==> src/rtl/mux_rr_arbiter.sv <==
// Round-robin owner arbitration for a shared 16:1 x 16-bit mux with burst-bounded ownership.
// Latency: request-to-grant 1 cycle; owner handover has no bubble (new sel/gnt on the release edge).
// Backpressure: out_ready=0 stalls the owner (beat count and grant hold); the owner withdrawing releases at once.
module mux_rr_arbiter #(
  parameter int MAX_BURST = 4,
  parameter int CNT_W     = 4
) (
  input  logic        clk,
  input  logic        rst_n,
  input  logic [15:0] req,
  input  logic        out_ready,
  output logic [3:0]  sel,
  output logic [15:0] gnt,
  output logic        out_valid,
  output logic        beat_done,
  output logic        burst_last,
  output logic        busy
);

  typedef enum logic {IDLE, GRANT} state_t;

  state_t             state_q, state_d;
  logic [3:0]         sel_q, sel_d;
  logic [3:0]         last_q, last_d;
  logic [15:0]        gnt_q, gnt_d;
  logic [CNT_W-1:0]   cnt_q, cnt_d;

  logic               withdraw;
  logic               release_now;
  logic [15:0]        arb_req;
  logic [3:0]         arb_from;
  logic               arb_found;
  logic [3:0]         arb_idx;

  // Handshake view of the registered owner against the live request vector.
  always_comb begin
    busy        = (state_q == GRANT);
    out_valid   = (|gnt_q) & req[sel_q];
    beat_done   = out_valid & out_ready;
    burst_last  = beat_done & (cnt_q == CNT_W'(MAX_BURST - 1));
    withdraw    = busy & ~req[sel_q];
    release_now = busy & (burst_last | withdraw);
  end

  // Arbitration inputs: from IDLE search after last; on release search after the owner,
  // dropping the owner's bit only when it withdrew (a finished burst may re-win if alone).
  always_comb begin
    arb_req  = req;
    arb_from = last_q;
    if (busy) begin
      arb_from = sel_q;
      if (withdraw) begin
        arb_req = req & ~(16'(1) << sel_q);
      end
    end
  end

  // Rotating priority search: first set bit after arb_from, wrapping, arb_from itself last.
  always_comb begin
    logic [3:0] idx;
    arb_found = 1'b0;
    arb_idx   = 4'd0;
    for (int k = 1; k <= 16; k++) begin
      idx = arb_from + 4'(k);
      if (!arb_found && arb_req[idx]) begin
        arb_found = 1'b1;
        arb_idx   = idx;
      end
    end
  end

  // Next-state: grant from IDLE, count beats while owned, hand over or drop on release.
  always_comb begin
    state_d = state_q;
    sel_d   = sel_q;
    gnt_d   = gnt_q;
    last_d  = last_q;
    cnt_d   = cnt_q;
    case (state_q)
      IDLE: begin
        gnt_d = 16'd0;
        if (arb_found) begin
          sel_d   = arb_idx;
          gnt_d   = 16'(1) << arb_idx;
          cnt_d   = '0;
          state_d = GRANT;
        end
      end
      GRANT: begin
        if (release_now) begin
          last_d = sel_q;
          cnt_d  = '0;
          if (arb_found) begin
            sel_d = arb_idx;
            gnt_d = 16'(1) << arb_idx;
          end else begin
            gnt_d   = 16'd0;
            state_d = IDLE;
          end
        end else if (beat_done) begin
          cnt_d = cnt_q + CNT_W'(1);
        end
      end
      default: begin
        state_d = IDLE;
        gnt_d   = 16'd0;
      end
    endcase
  end

  // State registers; last resets to 15 so requester 0 is searched first.
  always_ff @(posedge clk or negedge rst_n) begin
    if (!rst_n) begin
      state_q <= IDLE;
      sel_q   <= 4'd0;
      gnt_q   <= 16'd0;
      last_q  <= 4'hF;
      cnt_q   <= '0;
    end else begin
      state_q <= state_d;
      sel_q   <= sel_d;
      gnt_q   <= gnt_d;
      last_q  <= last_d;
      cnt_q   <= cnt_d;
    end
  end

  assign sel = sel_q;
  assign gnt = gnt_q;

endmodule

==> config.mk <==
export PLATFORM = sky130hd
export DESIGN_NAME = mux_rr_arbiter
export DESIGN_NICKNAME = d
export VERILOG_FILES = /design/src/rtl/mux_rr_arbiter.sv
export SDC_FILE = /design/constraint.sdc
export NUM_CORES = 1
export LEC_CHECK = 0
export CORE_MARGIN = 4
export CORE_UTILIZATION = 63
export DETAILED_ROUTE_END_ITERATION = 12
export PLACE_DENSITY = 0.87
export SLEW_MARGIN = 20
export SYNTH_ARGS = -nofsm -noshare
export SYNTH_HDL_FRONTEND = slang
export SYNTH_SLANG_ARGS = --single-unit
==> constraint.sdc <==
create_clock -name clk -period 10.1 [get_ports clk]
set_input_delay 1.01 -clock clk [delete_from_list [all_inputs] [get_ports clk]]
set_output_delay 1.01 -clock clk [all_outputs]
set_load 0.005 [all_outputs]
# --- Word-level counts from Yosys, hierarchy flattened ---
# Cells that the tools add are included.
totals:
  register_bits: 29
op_classes:
  n_bitwise: 10
  reduce_logical: 33
  add_sub_neg: 16
  n_mux: 82
  n_eq_ne: 4
  order_cmp: 17
  n_shift: 2
op_table:
  columns: ["cell", "n"]
  rows:
  - ["two-way mux 4 bit", 22]
  - ["< comparator 4 x 5 -> 1 bit (second input constant)", 17]
  - ["binary-select mux 1 bit (select 4 bit)", 17]
  - ["two-way mux 16 bit", 4]
  - ["two-way mux 1 bit", 35]
  - ["adder 4 bit (second input constant)", 8]
  - ["case mux 16 bit (2 select lines)", 1]
  - ["<< shifter 1 x 4 -> 16 bit (first input constant)", 2]
  - ["adder 4 x 3 -> 4 bit (second input constant)", 4]
  - ["AND 16 bit", 1]
  - ["inverter 16 bit", 1]
  - ["case mux 4 bit (2 select lines)", 2]
  - ["OR reduction 16 bit", 1]
  - ["logical AND 1 bit", 15]
  - ["logical NOT 1 bit", 15]
  - ["adder 4 x 1 -> 4 bit (second input constant)", 2]
  - ["adder 4 x 2 -> 4 bit (second input constant)", 2]
  - ["AND 1 bit", 5]
  - ["== test 4 x 2 -> 1 bit (second input constant)", 1]
  - ["AND reduction 2 bit", 2]
  - ["!= test 3 x 2 -> 1 bit (second input constant)", 1]
  - ["!= test 2 x 1 -> 1 bit (second input constant)", 1]
  - ["!= test 2 bit (second input constant)", 1]
  - ["inverter 1 bit", 2]
  - ["2 further kinds", 2]

# --- Logic depth before layout (Yosys ltp) ---
# Gate-level depths: netlist of run 1.
depth:
  ltp_word: 58
  ltp_mapped: 17
  ltp_nobuf: 13

# --- Least setup slack after synthesis of run 1 ---
# OpenSTA, ideal clock, no wires.
synth_path:
  kind: "register to register"
  startpoint: "reg state_q (netlist: busy)"
  endpoint: "reg gnt_q[2] (netlist: gnt[2])"
  n_path_buf: 4
  path_stages_with_launch: 17
  setup_time_ns: 0.096
  arrival_time_ns: 4.347
  period_less_slack_ns: 4.442
  setup_slack_ns: 5.658
  cell_sequence: "dfrtp_1 > buf_6 > mux2i_1 > clkbuf_1 > inv_2 > ha_1 > xnor2_2 > mux2_2 > mux4_2 > and3_4 > and3_1 > buf_4 > nand3_1 > nand2_1 > or3_1 > buf_2 > o31ai_1"
synth_between:
  elab_chain_len: 55
  word_cells_on_any_way: 121
  cone_classes: "15 x add/sub; 1 x eq/ne; 1 x shift; 70 x mux; 4 x bitwise; 30 x reduce/logical"
synth_lines:
  columns: ["element", "line_no", "source"]
  rows:
  - ["from (decl)", "22", "state_t state_q, state_d;"]
  - ["from (signal assigned)", "120", "state_q <= state_d;"]
  - ["branches (longest 55 deep; another with adder 4 x 1 -> 4 bit)", null, null]
  - ["to (signal assigned)", "122", "gnt_q <= gnt_d;"]
  - ["to (decl)", "25", "logic [15:0] gnt_q, gnt_d;"]
# Several ways; the timed one is not identified. The select of a mux whose other input is x is not followed.
# A chain may end at the register's enable or synchronous reset.

# --- Final worst setup path of run 1 ---
layout_path:
  startpoint: "reg state_q (netlist: busy)"
  endpoint: "reg gnt_q[0] (netlist: gnt[0])"
# The elaborated chain is that of the path after synthesis.

==> results of run 1 <==
## cells by family after synthesis
| logic type | after synthesis | share of synthesized area [%] |
|---|---|---|
| flops | 29 | 17.8 |
| xor+xnor | 15 | 4.21 |
| buf+inv | 28 | 3.45 |
| fa+ha+maj | 8 | 2.44 |
| simple gates | 127 | 16.7 |
| mux | 91 | 34.1 |
| compound gates | 118 | 21.3 |
## cells in the final DEF, fill, tap and decap left out, drive strengths merged, types with 5 or more instances in the layout
| cell | netlist | routed |
|---|---|---|
| a211oi | 6 | 6 |
| a21oi | 19 | 19 |
| a22oi | 6 | 6 |
| and2 | 5 | 5 |
| and3 | 8 | 8 |
| clkbuf | 8 | 7 |
| clkdlybuf4s50 | 0 | 42 |
| dfrtp | 25 | 25 |
| ha | 8 | 8 |
| inv | 11 | 11 |
| mux2 | 18 | 18 |
| mux2i | 47 | 47 |
| mux4 | 26 | 26 |
| nand2 | 39 | 39 |
| nand2b | 5 | 5 |
| nand3 | 14 | 14 |
| nand4 | 5 | 5 |
| nor2 | 24 | 24 |
| nor3 | 11 | 11 |
| nor4 | 8 | 8 |
| o211ai | 6 | 6 |
| o21ai | 18 | 18 |
| o22ai | 5 | 5 |
| o31ai | 18 | 18 |
| xnor2 | 12 | 12 |
## cell type report
| cell class | count | area share, % |
|---|---|---|
| clock buffer | 7 | 1.85 |
| clock inverter | 1 | 0.644 |
| multi-input combinational | 359 | 69.3 |
| sequential | 29 | 15.7 |
| tap | 77 | 2.07 |
| inverter | 11 | 0.993 |
| timing repair buffer | 45 | 9.50 |
## Yosys cell counts (all sizes together) (2+ instances only)
| library cell | instances |
|---|---|
| dfrtp | 25 |
| dfstp | 4 |
| xnor2 | 12 |
| a31oi | 3 |
| mux2 | 18 |
| o32ai | 4 |
| ha | 8 |
| a22o | 2 |
| nor2b | 3 |
| mux4 | 26 |
| a22oi | 6 |
| or3 | 2 |
| xor2 | 3 |
| nand3 | 14 |
| a21boi | 2 |
| nor4 | 8 |
| o21a | 4 |
| nand4 | 5 |
| mux2i | 47 |
| a211oi | 6 |
| o31ai | 18 |
| a21bo | 2 |
| clkbuf | 8 |
| and2 | 5 |
| a311o | 2 |
| nand2b | 5 |
| and3 | 8 |
| o211ai | 6 |
| nor2 | 24 |
| buf | 9 |
| o22ai | 5 |
| a21o | 3 |
| a31o | 2 |
| a21oi | 19 |
| o21ai | 18 |
| nand2 | 39 |
| nor3 | 11 |
| inv | 11 |
## final timing paths
kind                       cells past startpoint         to
max                                           12     gnt[0]
min                                            2    gnt[12]
max reg2reg                                   12     gnt[0]
min reg2reg                                    2    gnt[12]
max in group asynchronous                      2  last_q[0]
min in group asynchronous                      2     gnt[6]
## worst max-delay path, delay by kind of cell (launching register included)
kind,cells,cell delay [ns]
xor gates and xnor gates,1,0.62
buffers and inverters,1,0.19
adders and majority gates,1,0.35
AOI/OAI and AO/OA,1,0.27
and+or+nand+nor,5,1.32
muxes,3,1.78
DFF,1,0.66
## layer usage
layer  global-route usage (%)  vias up  part of all wire [%]
met3                     7.91       56                   9.4
met2                     59.7      240                    48
met1                     44.8     1916                    38
met4                     15.9        0                   4.6
met5                        0        -                     0
li1                         -     1735                     -
## metrics by stage
stage	setup WS (ns)	hold slack (ns)	area [um2]	util [%]	cells
finish	4.78	0.515	4660	73.4	529
global route	4.47	0.551	4660	73.4	529
CTS	4.86	0.514	4660	73.4	529
detailed placement	4.88	0.502	4550	71.6	521
global placement	5.02	0.487	4550	71.6	521
floorplan	5.66	0.492	4100	-	416
## registers in the layout (all words and copies together), names as in the netlist
| name | cells |
|---|---|
| sel | 4 |
| busy | 1 |
| gnt | 16 |
| last_q | 4 |
| cnt_q | 4 |
==> run summary, run 1 <==
STA classifies the critical path endpoint as a flip-flop. The worst setup slack for register-to-register paths came out at 4.78 ns. For the pin with the worst max-slew slack, the measured transition is 0.851 ns. The flow ran to the end, and the final reports show no timing, DRC or antenna violations. The detailed-router iteration count before antenna repair came out at 5. In this run the most critical hold path is launched from gnt[12].

STA puts the critical path data required time at 10.29 ns. Clock tree synthesis found a total of 29 sinks. The area growth from synthesis to layout came out at 13.7%. The highest clock rate came out at 188 MHz.

Counting flops with an async set or reset pin after synthesis yields a share of 100%. The placeable core region came out at 6350 um2. The data arrival time at the worst-slack endpoint came out at 5.50 ns.

The via count of the first global-routing pass is 3,878. The repair_antennas step left the layout with diodes totalling 0. STA classifies the critical path startpoint as a flip-flop. The clock slew at the register clock pins of the worst setup and hold paths came out at 0.07 ns. In this run, CTS created clock tree buffers numbering 5. The remaining global-route overflow came out at 0. The starting DRC count in detailed routing is 426.

The critical path's largest stage delay came out at 0.82 ns. The count of max-cap constraint violations came out at 0. Yosys attributes the largest share of cell area to sky130_fd_sc_hd__dfrtp_1, sky130_fd_sc_hd__mux4_2, sky130_fd_sc_hd__mux2i_1. Counting flops and latches in the post-synthesis netlist gives 29.

The post-CTS setup-driven buffer insertion count came out at 0. The setup-violating endpoint count in the final report came out at 0. The global-route wire length before repair came out at 21,400 um. The final cycle utilization of the critical path came out at 52.7%. The number of vias per cell after detailed routing came out at 7.46.

The number of buffers between clock root and the deepest sink came out at 2. The maximum fanout count along the critical path is 19. The gate count after technology mapping is 416. After filler insertion, the fill cell instance count of the layout stands at 443.

The post-synth net total is 443. The number of antenna violations at the first check in global routing came to 0. Pin placement for this block handled 43 I/O pins. The combined area of the multi-input logic cells came out at 3230 um2. The sequential cell area is 731 um2.

After synthesis, flip-flops and latches occupy 17.8% of the total area. The final antenna-violating net count came out at 0. The headroom to the max-slew limit came out at 42.1%.

Setup repair after global routing left no endpoint under its margin. The number of buffers inserted by hold repair at cts came out at 0. The starting density of the core came out at 64.6%. The biggest area contributor in the post-synthesis netlist is sky130_fd_sc_hd__dfrtp_1. The final hold violation count is 0. The final count of pins violating max slew came out at 0.

Tracing the worst setup path back leads to its startpoint at busy. The total number of placement rows is 29. The share of layout cells above drive strength 1 is 21.7%. The floorplan step defined a die boundary enclosing 7870 um2. In the synthesized netlist the dominant register cell turns out to be sky130_fd_sc_hd__dfrtp_1.

In this run the critical register-to-register path is launched from busy. The final critical path time including I/O delays and setup is 5.32 ns. The pin count of the biggest net entering global routing is 30. The H-tree depth is 2. The average detailed-routed wire length per instance came out at 25.4 um.

Clock tree synthesis selected as its root buffer the cell sky130_fd_sc_hd__clkbuf_8. The clock network latency to the later pin of the worst-skew pair is 0.28 ns. The CTS tree is done. The number of design rule violations left after detail routing is 0. The number of enable-type register cells in the synthesized netlist came out at 0. The master of the slowest instance on the critical path is sky130_fd_sc_hd__mux2i_4. Clock skew on the completed layout was measured at 0.00731 ns. The number of nets in the finished design is 478.

The congestion estimate from routability-driven global placement came to 1.05. The total of buffers placed on input and output ports came out at 42. In this run the worst hold path is classified as reg2reg. The half-perimeter wire length after placement is 10,200 um. The number of resized instances in the post-cts repair step is 0. The die boundary height came out at 88.7 um.

The critical path is of the reg2reg type. The post-synthesis instance area is 4100 um2. The signal on the critical path passes through mux2i_4 -> inv_6 -> ha_1 -> xnor2_2 -> mux2_2 -> mux4_2 -> and3_4 -> and3_1 -> nand3_1 -> nand2_1 -> or3_1 -> o31ai_1. The sum of negative setup slack is 0 ns. The count of unique library cells instantiated by Yosys is 82. The aggregate global-route resource usage is 36.0%. The average instance area after synthesis is 9.86 um2. The final wirelength came out at 13,400 um. Yosys printed 0 warnings. The detailed router placed 3,947 vias in this run. The area share of the largest cell type after synthesis came out at 15.3%. The die width is 88.7 um.
Power of run 1 is left out: the tool's default activity adds up to more than one toggle a clock period on the data nets, which glitch-free logic cannot reach.
==> run 2: changes to the inputs <==
--- a/config.mk
+++ b/config.mk
@@ -6,9 +6,9 @@
 export NUM_CORES = 1
 export LEC_CHECK = 0
 export CORE_MARGIN = 4
-export CORE_UTILIZATION = 63
+export CORE_UTILIZATION = 53
 export DETAILED_ROUTE_END_ITERATION = 12
-export PLACE_DENSITY = 0.87
+export PLACE_DENSITY = 0.78
 export SLEW_MARGIN = 20
 export SYNTH_ARGS = -nofsm -noshare
 export SYNTH_HDL_FRONTEND = slang
==> constraint.sdc (replaced) <==
create_clock -name clk -period 4.6 [get_ports clk]
set_input_delay 0.46 -clock clk [delete_from_list [all_inputs] [get_ports clk]]
set_output_delay 0.46 -clock clk [all_outputs]
set_load 0.005 [all_outputs]
==> run summary, run 2 (same netlist as run 1, synthesis figures left out) <==
Setup repair after global routing left no endpoint under its margin. The H-tree depth is 2 (unchanged). The number of buffers inserted by hold repair at cts came out at 0 (unchanged). Leaving out fill and tap cells, the most frequent cells in the layout are sky130_fd_sc_hd__clkdlybuf4s50_1, sky130_fd_sc_hd__nand2_1, sky130_fd_sc_hd__mux2i_1. The number of buffers added by the clock tree synthesis step came out at 5 (unchanged). The pin count of the biggest net entering global routing is 30 (unchanged).

The post-CTS setup-driven buffer insertion count came out at 0 (unchanged). The global-route wire length before repair was 20,800 um (-2.8%). The capture endpoint of the worst hold path is gnt[14].

The startpoint identified for the worst register-to-register timing path is busy. The die width came out at 96.0 um (+8.2%). The CTS tree is done. The number of buffers between clock root and the deepest sink came to 2 (unchanged). The final count of pins violating max slew is 0 (unchanged). The depth of the most critical reg-to-reg path came out at 11 (-1). The setup-violating endpoint count in the final report came out at 0 (unchanged). The starting density of the core is 55.7% (-8.9 points).

The clock slew at the register clock pins of the worst setup and hold paths came out at 0.06 ns (about the same). The number of vias per cell after detailed routing was 6.84 (-8.3%). The data arrival time at the worst-slack endpoint is 4.52 ns (-0.98 ns).

The number of design rule violations left after detail routing is 0 (unchanged). The share of layout cells above drive strength 1 is 26.1% (+4.4 points). The required arrival time at the worst endpoint was 4.78 ns (-5.51 ns). The final cycle utilization of the critical path came to 94.2% (+42 points). The final wirelength is 13,100 um (-2.1%). The vias after detailed routing is 3,906 (-1.0%). The combined area of the multi-input logic cells came out at 3260 um2 (+1.1%).

The maximum fanout count along the critical path came out at 17 (-2). The number of clock sinks is 29 (unchanged). The total number of placement rows is 31 (+6.9%). The count of filler cells inserted in the layout is 592 (+34%). The min-delay analysis places its worst path in the category reg2reg. CTS placed an instance of sky130_fd_sc_hd__clkbuf_8 at the clock tree root.

The sequential cell area came out at 732 um2 (+0.17%). STA classifies the critical path startpoint as a flip-flop. The final critical path time including I/O delays and setup came out at 4.33 ns (-0.986 ns). The final antenna-violating net count is 0 (unchanged). The half-perimeter wire length after placement came out at 10,500 um (+2.4%). The placer's final routability congestion estimate is 0.995 (-5.6%). The headroom to the max-slew limit is 51.7% (+9.6 points). The die boundary height is 96.0 um (+8.2%). The number of antenna violations at the first check in global routing is 0 (unchanged). The I/O pin count is 43 (unchanged). The remaining global-route overflow came out at 0 (unchanged). The flow ran to the end, and the final reports show no timing, DRC or antenna violations.

The setup skew after layout came to 0.00410 ns (-0.00321 ns). The aggregate global-route resource usage is 30.0% (-6.0 points). The number of diodes is 0 (unchanged). The sum of negative setup slack came out at 0 ns (unchanged). The pin slew with the least headroom to its limit is 0.724 ns (-0.127 ns).

The worst setup path is captured at a flip-flop. The starting DRC count in detailed routing came out at 383 (-10%). The worst hold path begins at gnt[14]. The total of buffers placed on input and output ports came out at 42 (unchanged). The number of nets in the finished design came out at 498 (+4.2%). The number of resized instances in the post-cts repair step is 0 (unchanged).

The worst setup slack for register-to-register paths is 0.27 ns (-4.51 ns). The highest clock rate is 231 MHz (+23%). In this run the critical register-to-register path is captured at gnt[3].

The detailed-router iteration count before antenna repair came to 6 (+1). The die outline area is 9210 um2 (+17%). The worst hold path cell count is 2 (unchanged).

The flip-flop count of the largest register after layout is 16 (unchanged). The average detailed-routed wire length per instance is 23.0 um (-9.3%). The final hold violation count came out at 0 (unchanged). The count of max-cap constraint violations is 0 (unchanged).

The library cell used most frequently in the layout, excluding fill and tap cells, is sky130_fd_sc_hd__clkdlybuf4s50_1. The placeable core region is 7370 um2 (+16%). The clock network latency to the later pin of the worst-skew pair is 0.27 ns (about the same).

The via count of the first global-routing pass came out at 3,783 (-2.4%). The startpoint-to-endpoint class of the critical path is reg2reg. The area growth from synthesis to layout is 18.2%.
## run 2: per-layer routing
layer | routed length [um] | global-route usage [%]
met1 | 5390 | 40.0
met2 | 6280 | 49.3
met3 | 1030 | 4.61
met4 | 425 | 11.3
met5 | 0 | 0
## run 2: how the worst max path moves through the flow
stage / from / cells after the start / to
detailed placement: busy / 12 / gnt[2]
global route: busy / 12 / gnt[6]
finish: busy / 11 / gnt[3]
CTS: busy / 12 / gnt[2]
floorplan: busy / 16 / gnt[2]
global placement: busy / 11 / gnt[1]
## run 2: stage by stage
stage / util, % / instances / worst slack [ns] / area [um2] / hold slack (ns)
2_1_floorplan: - / 416 / 0.158 / 4100 / 0.164
3_3_place_gp: 64.1 / 563 / 0.248 / 4720 / 0.488
3_5_place_dp: 64.1 / 563 / 0.231 / 4720 / 0.502
4_1_cts: 65.3 / 571 / 0.181 / 4810 / 0.518
5_1_grt: 65.8 / 571 / 0.0824 / 4850 / 0.530
6_report: 65.8 / 571 / 0.267 / 4850 / 0.507
## run 2: worst max-delay path, cell delays in order (launching register included)
cell                       delay, ns
sky130_fd_sc_hd__dfrtp_2        0.46
sky130_fd_sc_hd__mux2i_4        0.33
sky130_fd_sc_hd__buf_4          0.32
sky130_fd_sc_hd__mux4_1         0.67
sky130_fd_sc_hd__mux2i_2        0.52
sky130_fd_sc_hd__mux2i_4        0.20
sky130_fd_sc_hd__nor3_4         0.36
sky130_fd_sc_hd__nand4_1        0.24
sky130_fd_sc_hd__a311oi_2       0.28
sky130_fd_sc_hd__o22ai_2        0.18
sky130_fd_sc_hd__or3_4          0.45
sky130_fd_sc_hd__o31ai_2        0.23
## run 2: cell type report
| type | count | area share [%] |
|---|---|---|
| inverters | 11 | 0.955 |
| well taps | 99 | 2.56 |
| flip-flops and latches | 29 | 15.1 |
| multi-input cells | 359 | 67.4 |
| repair buffers | 65 | 12.2 |
| clock buffers | 5 | 1.42 |
| clock inverters | 3 | 0.361 |
Power of run 2 is left out for the same reason.
